### src/rtl/sprite_mover.sv
// rtl/sprite_mover.sv - multi-sprite position/velocity sweep with bounce or wrap edges
// Define SPRITE_MOVER_WRAP_EN to enable wrap mode through the wrap port.
module sprite_mover #(
  parameter int CORDW     = 16,
  parameter int SPR_CNT   = 4,
  parameter int H_RES     = 640,
  parameter int V_RES     = 480,
  parameter int SPR_DRAWW = 64,
  parameter int SPR_DRAWH = 64,
  parameter int VELW      = 6,
  parameter int SPR_SPX   = 4,
  localparam int IDXW     = (SPR_CNT > 1) ? $clog2(SPR_CNT) : 1
) (
  input  logic                      clk_pix,
  input  logic                      rst_pix,
  input  logic                      frame,
  input  logic                      pause,
  input  logic                      wrap,
  input  logic                      ld_valid,
  output logic                      ld_ready,
  input  logic [IDXW-1:0]           ld_idx,
  input  logic signed [CORDW-1:0]   ld_x,
  input  logic signed [CORDW-1:0]   ld_y,
  input  logic signed [VELW-1:0]    ld_vx,
  input  logic signed [VELW-1:0]    ld_vy,
  output logic [SPR_CNT*CORDW-1:0]  sprx,
  output logic [SPR_CNT*CORDW-1:0]  spry,
  output logic                      busy,
  output logic                      done
);

  localparam logic signed [CORDW-1:0] X_RES  = CORDW'(H_RES);
  localparam logic signed [CORDW-1:0] Y_RES  = CORDW'(V_RES);
  localparam logic signed [CORDW-1:0] X_DRAW = CORDW'(SPR_DRAWW);
  localparam logic signed [CORDW-1:0] Y_DRAW = CORDW'(SPR_DRAWH);
  localparam logic signed [CORDW-1:0] Y_RST  = CORDW'(V_RES / 2 - SPR_DRAWH / 2);
  localparam logic signed [VELW-1:0]  V_RST  = VELW'(SPR_SPX);
  localparam logic signed [VELW-1:0]  V_MIN  = {1'b1, {(VELW-1){1'b0}}};
  localparam logic signed [VELW-1:0]  V_MAX  = {1'b0, {(VELW-1){1'b1}}};
  localparam logic [IDXW-1:0]         IDX_LAST = IDXW'(SPR_CNT - 1);

  typedef enum logic [0:0] {IDLE, UPDATE} state_t;

  typedef struct packed {
    logic signed [CORDW-1:0] pos;
    logic signed [VELW-1:0]  vel;
  } axis_t;

  // Negating the most negative velocity would overflow, so it clips to the max.
  function automatic logic signed [VELW-1:0] neg_sat(input logic signed [VELW-1:0] v);
    if (v == V_MIN) return V_MAX;
    return -v;
  endfunction

  function automatic axis_t axis_step(
    input logic signed [CORDW-1:0] pos,
    input logic signed [VELW-1:0]  vel,
    input logic signed [CORDW-1:0] res,
    input logic signed [CORDW-1:0] draw,
    input logic                    wrap_mode
  );
    logic signed [CORDW-1:0] np;
    logic signed [CORDW-1:0] lim;
    logic signed [CORDW-1:0] span;
    axis_t r;
    np    = pos + {{(CORDW-VELW){vel[VELW-1]}}, vel};
    lim   = res - draw;
    span  = res + draw;
    r.pos = np;
    r.vel = vel;
    if (wrap_mode) begin
      if (np >= res) begin
        r.pos = np - span;
      end else if (np < -draw) begin
        r.pos = np + span;
      end
    end else begin
      if (np > lim) begin
        r.pos = lim;
        r.vel = neg_sat(vel);
      end else if (np[CORDW-1]) begin
        r.pos = '0;
        r.vel = neg_sat(vel);
      end
    end
    return r;
  endfunction

  logic wrap_sel;
`ifdef SPRITE_MOVER_WRAP_EN
  assign wrap_sel = wrap;
`else
  logic unused_wrap;
  assign unused_wrap = wrap;
  assign wrap_sel    = 1'b0;
`endif

  state_t                  state_q;
  logic [IDXW-1:0]         idx_q;
  logic                    busy_q;
  logic                    done_q;
  logic signed [CORDW-1:0] x_q  [SPR_CNT];
  logic signed [CORDW-1:0] y_q  [SPR_CNT];
  logic signed [VELW-1:0]  vx_q [SPR_CNT];
  logic signed [VELW-1:0]  vy_q [SPR_CNT];

  axis_t hstep_d;
  axis_t vstep_d;
  logic  ld_idx_ok;

  assign ld_idx_ok = (32'(ld_idx) < 32'(SPR_CNT));

  always_comb begin
    hstep_d = axis_step(x_q[idx_q], vx_q[idx_q], X_RES, X_DRAW, wrap_sel);
    vstep_d = axis_step(y_q[idx_q], vy_q[idx_q], Y_RES, Y_DRAW, wrap_sel);
  end

  // Loads are only taken in IDLE, which is exactly when ld_ready is high.
  always_ff @(posedge clk_pix) begin
    if (rst_pix) begin
      state_q <= IDLE;
      idx_q   <= '0;
      busy_q  <= 1'b0;
      done_q  <= 1'b0;
      for (int i = 0; i < SPR_CNT; i++) begin
        x_q[i]  <= CORDW'(i * SPR_DRAWW);
        y_q[i]  <= Y_RST;
        vx_q[i] <= V_RST;
        vy_q[i] <= V_RST;
      end
    end else begin
      done_q <= 1'b0;
      case (state_q)
        IDLE: begin
          if (ld_valid && ld_idx_ok) begin
            x_q[ld_idx]  <= ld_x;
            y_q[ld_idx]  <= ld_y;
            vx_q[ld_idx] <= ld_vx;
            vy_q[ld_idx] <= ld_vy;
          end
          if (frame && !pause) begin
            state_q <= UPDATE;
            idx_q   <= '0;
            busy_q  <= 1'b1;
          end
        end
        UPDATE: begin
          x_q[idx_q]  <= hstep_d.pos;
          vx_q[idx_q] <= hstep_d.vel;
          y_q[idx_q]  <= vstep_d.pos;
          vy_q[idx_q] <= vstep_d.vel;
          if (idx_q == IDX_LAST) begin
            state_q <= IDLE;
            busy_q  <= 1'b0;
            done_q  <= 1'b1;
          end else begin
            idx_q <= idx_q + IDXW'(1);
          end
        end
        default: begin
          state_q <= IDLE;
          busy_q  <= 1'b0;
        end
      endcase
    end
  end

  for (genvar g = 0; g < SPR_CNT; g++) begin : g_out
    assign sprx[g*CORDW +: CORDW] = x_q[g];
    assign spry[g*CORDW +: CORDW] = y_q[g];
  end

  assign busy     = busy_q;
  assign done     = done_q;
  assign ld_ready = !busy_q;

endmodule

### config.mk
export PLATFORM = sky130hd
export DESIGN_NAME = sprite_mover
export DESIGN_NICKNAME = d
export VERILOG_FILES = /design/src/rtl/sprite_mover.sv
export SDC_FILE = /design/constraint.sdc
export NUM_CORES = 1
export LEC_CHECK = 0
export ABC_AREA = 1
export BUFFER_PORTS_ARGS = -buffer_cell sky130_fd_sc_hd__buf_4
export CORE_MARGIN = 2
export CORE_UTILIZATION = 60
export CTS_CLUSTER_DIAMETER = 100
export DETAILED_ROUTE_END_ITERATION = 7
export PLACE_DENSITY = 0.91
export SLEW_MARGIN = 20
export SYNTH_ARGS = -nofsm -noshare
export SYNTH_HDL_FRONTEND = slang
export SYNTH_SLANG_ARGS = --single-unit
### constraint.sdc
create_clock -name clk_pix -period 10.55 [get_ports clk_pix]
set_input_delay 1.055 -clock clk_pix [delete_from_list [all_inputs] [get_ports clk_pix]]
set_output_delay 1.055 -clock clk_pix [all_outputs]
set_load 0.01 [all_outputs]
==> impl_metrics.json, run 1 <==
{
  "cp_max_fo": 47,
  "cts_root_buf": "clkbuf_16",
  "synth_fp_nets": 1344,
  "diodes": 0,
  "die_w_um": 136.6,
  "ant_nets": 0,
  "fin_crit_ns": 5.060,
  "cts_setup_buffers": 0,
  "fmax_mhz": 197.6,
  "numCtsBuffers": 17,
  "rr_worst_depth": 19,
  "grt_pass1_vias": 9097,
  "syn_avg_cell_area_sq_um": 8.393,
  "drive_gt1_share_pct": 19.71,
  "relSlewSlack_pct": 27.68,
  "place_hpwl_mm": 19.74,
  "synthTopCellsByArea": "edfxtp_1 (50%), nand2_1 (12%), nor2_1 (5.5%)",
  "dieArea_sq_um": 18660,
  "area_delta_synth_final_pct": 20.05,
  "rsz0062_at_grt": "false",
  "initial_utilization_pct": 61.21,
  "antenna_found_initial": 0,
  "wl_per_cell_um": 18.15,
  "num_rows": 48,
  "place.gp.congestion": 0.9223,
  "setup-violations-final": 0,
  "synthFlopType": "edfxtp_1",
  "outcome": "completed",
  "timing.rr.end": "y_q[2][5]",
  "setup_tns_ns": 0,
  "tightestPinTransition_ns": 1.085,
  "drv_slew": 0,
  "grt_max_degree": 94,
  "fin_worst_skew_ns": 0.009282,
  "cts_resized": 0,
  "synth-async-reset-ratio_pct": 0,
  "synth_cell_types": 37,
  "start_kind": "flip-flop",
  "hold_path_class": "reg -> reg",
  "cts.sinks": 183,
  "vias": 9746,
  "io_buffers": 181,
  "end_kind": "flip-flop",
  "clockBufferDepth": 2,
  "ys_ff_latch": 183,
  "seq_area_frac_synth_pct": 51.42,
  "synth_top_cell_area_share_pct": 50.09,
  "num-nets-final": 1510,
  "hold_viol_final": 0,
  "synth_top_area_cell": "edfxtp_1",
  "ir_drop_v": 0.0001307,
  "core_area_sq_um": 17240,
  "wirelength_mm": 30.14,
  "first_iter_violations": 1101,
  "finalInstanceArea_sq_um": 12670,
  "htreeDepth": 4,
  "synth_warnings": 0,
  "worstSetupEndpoint": "y_q[2][5]",
  "grt_use_total_pct": 32.52,
  "routed_via_density": 5.868,
  "firstDrtPassIters": 6,
  "grt_pass1_wl_mm": 45.83,
  "rrSetupSlack_ns": 5.49,
  "io_pins": 183,
  "period_share_pct": 47.96,
  "synth_enable_flop_cells": 176,
  "cts_tree": "yes",
  "cts_hold_buf": 0,
  "synthCells": 1257,
  "max_cap_viol_count": 0,
  "worst_skew_pair.late_latency_ns": 0.44,
  "syn_area_sq_um": 10550,
  "die_h_um": 136.6,
  "leakage_nw": 5.683,
  "grt.overflow.total": 0,
  "drc": 0,
  "required_ns": 10.72,
  "path_class": "reg -> reg",
  "dpl_cell_area_sq_um": 12090,
  "clk_pin_slew_ns": 0.07,
  "worstPathArrival_ns": 5.23,
  "p_per_area_nw_per_um2": 161.9
}
==> worst min path at each step <==
| stage | endpoint | slack [ns] | cells past startpoint | start |
|---|---|---|---|---|
| finish | busy | 0.49 | 2 | busy |
| CTS | busy | 0.49 | 2 | busy |
| detailed placement | busy | 0.47 | 2 | busy |
| global placement | busy | 0.47 | 2 | busy |
| global route | busy | 0.53 | 2 | busy |
| floorplan | flip-flop | 0.47 | 1 | idx_q[0] |
==> metrics by stage <==
step / util (%) / hold slack, ns / total power (W) / worst slack (ns) / std cells
after global placement: 70.14 / 0.4727 / 0.001405 / 5.747 / 1629
after floorplan: - / 0.4673 / 0.001250 / 5.548 / 1257
after CTS: 73.48 / 0.4901 / 0.002040 / 5.583 / 1661
after detailed placement: 70.14 / 0.4685 / 0.001421 / 5.625 / 1629
after global routing: 73.48 / 0.5290 / 0.002138 / 5.150 / 1661
final: 73.48 / 0.4859 / 0.002051 / 5.490 / 1661
==> metal layers <==
layer / track usage (%) / wire length (um) / up-vias / share of wire (%)
met5: 0 / 0 / - / 0
met4: 13.83 / 854 / 0 / 2.8
met3: 6.556 / 3345 / 88 / 11
met2: 51.64 / 14060 / 613 / 47
met1: 43.72 / 11880 / 4475 / 39
li1: - / - / 4570 / -
==> Yosys cell counts, types with 2 or more instances <==
cell type,number
edfxtp_1,176
nor2_1,155
inv_2,16
nand4_1,12
nand2_2,10
a21oi_1,97
or2_2,2
nor3_2,2
nor3_1,6
fa_1,2
buf_6,3
nand2_1,348
o21ai_0,77
buf_2,11
a32o_1,2
ha_1,33
clkbuf_1,27
xnor2_1,3
buf_1,5
xor2_1,9
and2_1,5
nand3_2,10
nand3_1,72
o21ai_1,5
nand3b_1,7
dfxtp_1,7
inv_1,110
nor2_2,4
o22ai_1,31
nor2_4,3
==> sequential cells by signal, indices dropped and copies added, names as in the netlist, named ones only <==
signal and cells:
x_q 64, y_q 64, vx_q 24, vy_q 24, idx_q 2, busy 1, done 1, state_q 1
==> final cells by class <==
cell class | count | area [sq um]
multi-input combinational | 900 | 4446
inverter | 128 | 485.5
clock buffer | 17 | 425.4
clock inverter | 15 | 151.4
sequential | 183 | 5428
fill | 1224 | 4571
tap | 225 | 281.5
timing repair buffer | 193 | 1449
==> logic make-up (layout without fill, tap and decap cells) <==
| logic type | Yosys count | in the layout | share of synthesized area, % |
|---|---|---|---|
| compound gates | 214 | 214 | 10.72 |
| xor+xnor | 12 | 12 | 0.9963 |
| fa+ha+maj | 35 | 35 | 4.293 |
| buf+inv | 174 | 353 | 6.582 |
| flops | 183 | 183 | 51.42 |
| simple gates | 639 | 639 | 25.98 |
==> layout by cell type, fill, tap and decap left out, types with 9 or more instances in the layout <==
cell type,instances
buf_4,193
inv_1,110
nand3_2,10
a21oi_1,97
inv_2,16
edfxtp_1,176
clkbuf_16,17
ha_1,33
nand2_1,344
nand4_1,12
o21ai_0,77
o22ai_1,31
nor2_1,155
xor2_1,9
nand2_2,14
nand3_1,72
==> worst max-delay path, cell delays in order (launching register included) <==
cell	delay, ns
dfxtp_2	1.05
inv_1	0.59
buf_4	0.42
nand3_1	0.15
nand2_2	0.11
inv_1	0.36
ha_1	0.39
nand2_1	0.15
inv_1	0.05
nand2_1	0.06
nand2_1	0.07
a21oi_1	0.20
nand2_1	0.08
nand2_1	0.06
nand2_1	0.05
nor2_2	0.17
and2_1	0.23
nand2_1	0.09
o21ai_1	0.35
a21oi_1	0.12
==> power by group <==
part / internal (W) / switching (W) / total, W
logic: 0.000183 / 0.000353 / 0.000536
registers: 0.000857 / 0.0000268 / 0.000884
clock network: 0.000350 / 0.000282 / 0.000631
Note: power is estimated with default switching activity, not from simulation.
==> inputs of run 2 (changes only) <==
CORE_UTILIZATION = 52   (was 60)
PLACE_DENSITY = 0.84   (was 0.91)
clock period = 4.52 ns   (was 10.55 ns; I/O delays follow)
==> run 2 against run 1 <==
Core utilization down 9.7 points. Register-to-register slack worse by 4.7 ns. Total power up 130%. Count of clock-buffer cells in the layout up 5. Wire length about the same. Die area up 15%. Cell count up 3.2%. First-iteration DRC count down 23%. Critical path depth down 5. Via count down 1.6%. Non-clock buffer count up 7.
==> impl_metrics.json, run 2 (same netlist as run 1, synthesis figures left out) <==
{
  "initial_utilization_pct": 52.48,
  "numCtsBuffers": 17,
  "hold_path_class": "in -> reg",
  "path_buf_inv": 1,
  "grt_max_degree": 94,
  "relSlewSlack_pct": 38.34,
  "utilization_pct": 63.74,
  "start_kind": "flip-flop",
  "die_w_um": 146.4,
  "grt_use_total_pct": 27.71,
  "first_iter_violations": 850,
  "grt.overflow.total": 0,
  "cts_setup_buffers": 0,
  "vias": 9593,
  "largestRegisters": "x_q (64), y_q (64)",
  "setup-violations-final": 0,
  "switching_share_pct": 32.27,
  "drive_gt1_share_pct": 20.10,
  "routed_via_density": 5.597,
  "setup_tns_ns": 0,
  "place_hpwl_mm": 20.46,
  "leakage_nw": 5.731,
  "path_class": "reg -> reg",
  "ir_drop_v": 0.0003115,
  "area_delta_synth_final_pct": 21.47,
  "worstPathArrival_ns": 3.89,
  "intPower_w": 0.003243,
  "hold_viol_final": 0,
  "layout_common_cells": "nand2_1 (344), buf_4 (198), edfxtp_1 (176)",
  "power_frac_seq_pct": 43.0,
  "max_cap_viol_count": 0,
  "num_rows": 52,
  "cpPeakStageDelay_ns": 0.48,
  "ant_nets": 0,
  "grt_pass1_wl_mm": 46.56,
  "firstDrtPassIters": 6,
  "period_share_pct": 82.71,
  "io_buffers": 181,
  "tightestPinTransition_ns": 0.9235,
  "clk_pin_slew_ns": 0.07,
  "cp_common_cell": "nand2_1",
  "combinationalPowerShare_pct": 26.3,
  "drc": 0,
  "cts_root_buf": "clkbuf_16",
  "critPathTopFamily": "simple AND/OR/NAND/NOR gates",
  "fillers": 1657,
  "crit_chain": "buf_12 -> nand2_1 -> a32oi_1 -> ha_1 -> fa_1 -> nor3_1 -> nand3_1 -> nor2_1 -> nand2_1 -> nand2_1 -> and2_1 -> nand2_1 -> o21ai_1 -> a21oi_1",
  "p_total_w": 0.004789,
  "outcome": "completed",
  "rsz0062_at_grt": "false",
  "seqCellArea_sq_um": 5428,
  "core_area_sq_um": 20100,
  "worst_path_max_delay_cell": "fa_1",
  "setup_slack_ns": 0.7815,
  "antenna_found_initial": 0,
  "wl_per_cell_um": 17.60,
  "worst_skew_pair.late_latency_ns": 0.44,
  "grt_pass1_vias": 9100,
  "die_h_um": 146.4,
  "fin_worst_skew_ns": 0.01194,
  "required_ns": 4.67,
  "p_sw_w": 0.001545,
  "pwr-share-clk_pct": 30.7,
  "cts.sinks": 183,
  "end_kind": "flip-flop",
  "htreeDepth": 4,
  "clockBufferDepth": 2,
  "num-nets-final": 1517,
  "dieArea_sq_um": 21440,
  "hold_ws_ns": 0.2196,
  "fmax_mhz": 267.5,
  "cp_max_fo": 93,
  "wirelength_mm": 30.17,
  "layout_commonest_cell": "nand2_1",
  "drv_slew": 0,
  "cts_resized": 0,
  "cts_tree": "yes",
  "io_pins": 183,
  "post-place-ws_ns": 0.8642,
  "multi_input_area_sq_um": 4446,
  "cts_hold_buf": 0,
  "fin_crit_ns": 3.738,
  "p_per_area_nw_per_um2": 373.7,
  "place.gp.congestion": 0.9581
}
run 2: worst reg2reg max path: stages, from the launching register on:
cell,delay [ns]
dfxtp_2,0.36
buf_12,0.35
nand2_1,0.11
a32oi_1,0.44
ha_1,0.35
fa_1,0.48
nor3_1,0.22
nand3_1,0.10
nor2_1,0.11
nand2_1,0.06
nand2_1,0.11
and2_1,0.20
nand2_1,0.09
o21ai_1,0.35
a21oi_1,0.12
run 2: final timing paths:
check | cells after the start | slack, ns | start | to
setup / recovery | 14 | 0.78 | flip-flop | y_q[0][8]
hold / removal | 2 | 0.22 | rst_pix | state_q
hold reg to reg | 2 | 0.50 | busy | busy
setup reg to reg | 14 | 0.78 | flip-flop | y_q[0][8]
run 2: stage by stage:
| step | cell area [sq um] | std cells |
|---|---|---|
| floorplan | 10550 | 1257 |
| global placement | 12220 | 1681 |
| detailed placement | 12220 | 1681 |
| CTS | 12810 | 1713 |
| global route | 12810 | 1713 |
| finish | 12810 | 1714 |
run 2: per-layer routing:
layer  up-vias  GRT usage, %  routed length [um]
met1      4488         37.05               12360
li1       4585             -                   -
met3        48         5.844                3016
met5         -             0                   0
met4         0         8.204                 552
met2       472         45.87               14240
run 2: area by class of cell:
cell class,instances,share of cell area (%)
sequential,183,42.36
clock inverter,10,0.6444
clock buffer,22,3.954
multi-input combinational,900,34.69
timing repair buffer,200,11.91
tap,270,2.636
inverter,128,3.788
antenna,1,0.01953
run 2: power groups by stage:
stage	Clock [W]	Combinational, W	Sequential (W)
after floorplan	0	0.000786	0.00213
after global placement	0	0.00121	0.00209
after detailed placement	0	0.00124	0.00210
after CTS	0.00147	0.00125	0.00206
after global routing	0.00154	0.00139	0.00207
final	0.00147	0.00126	0.00206
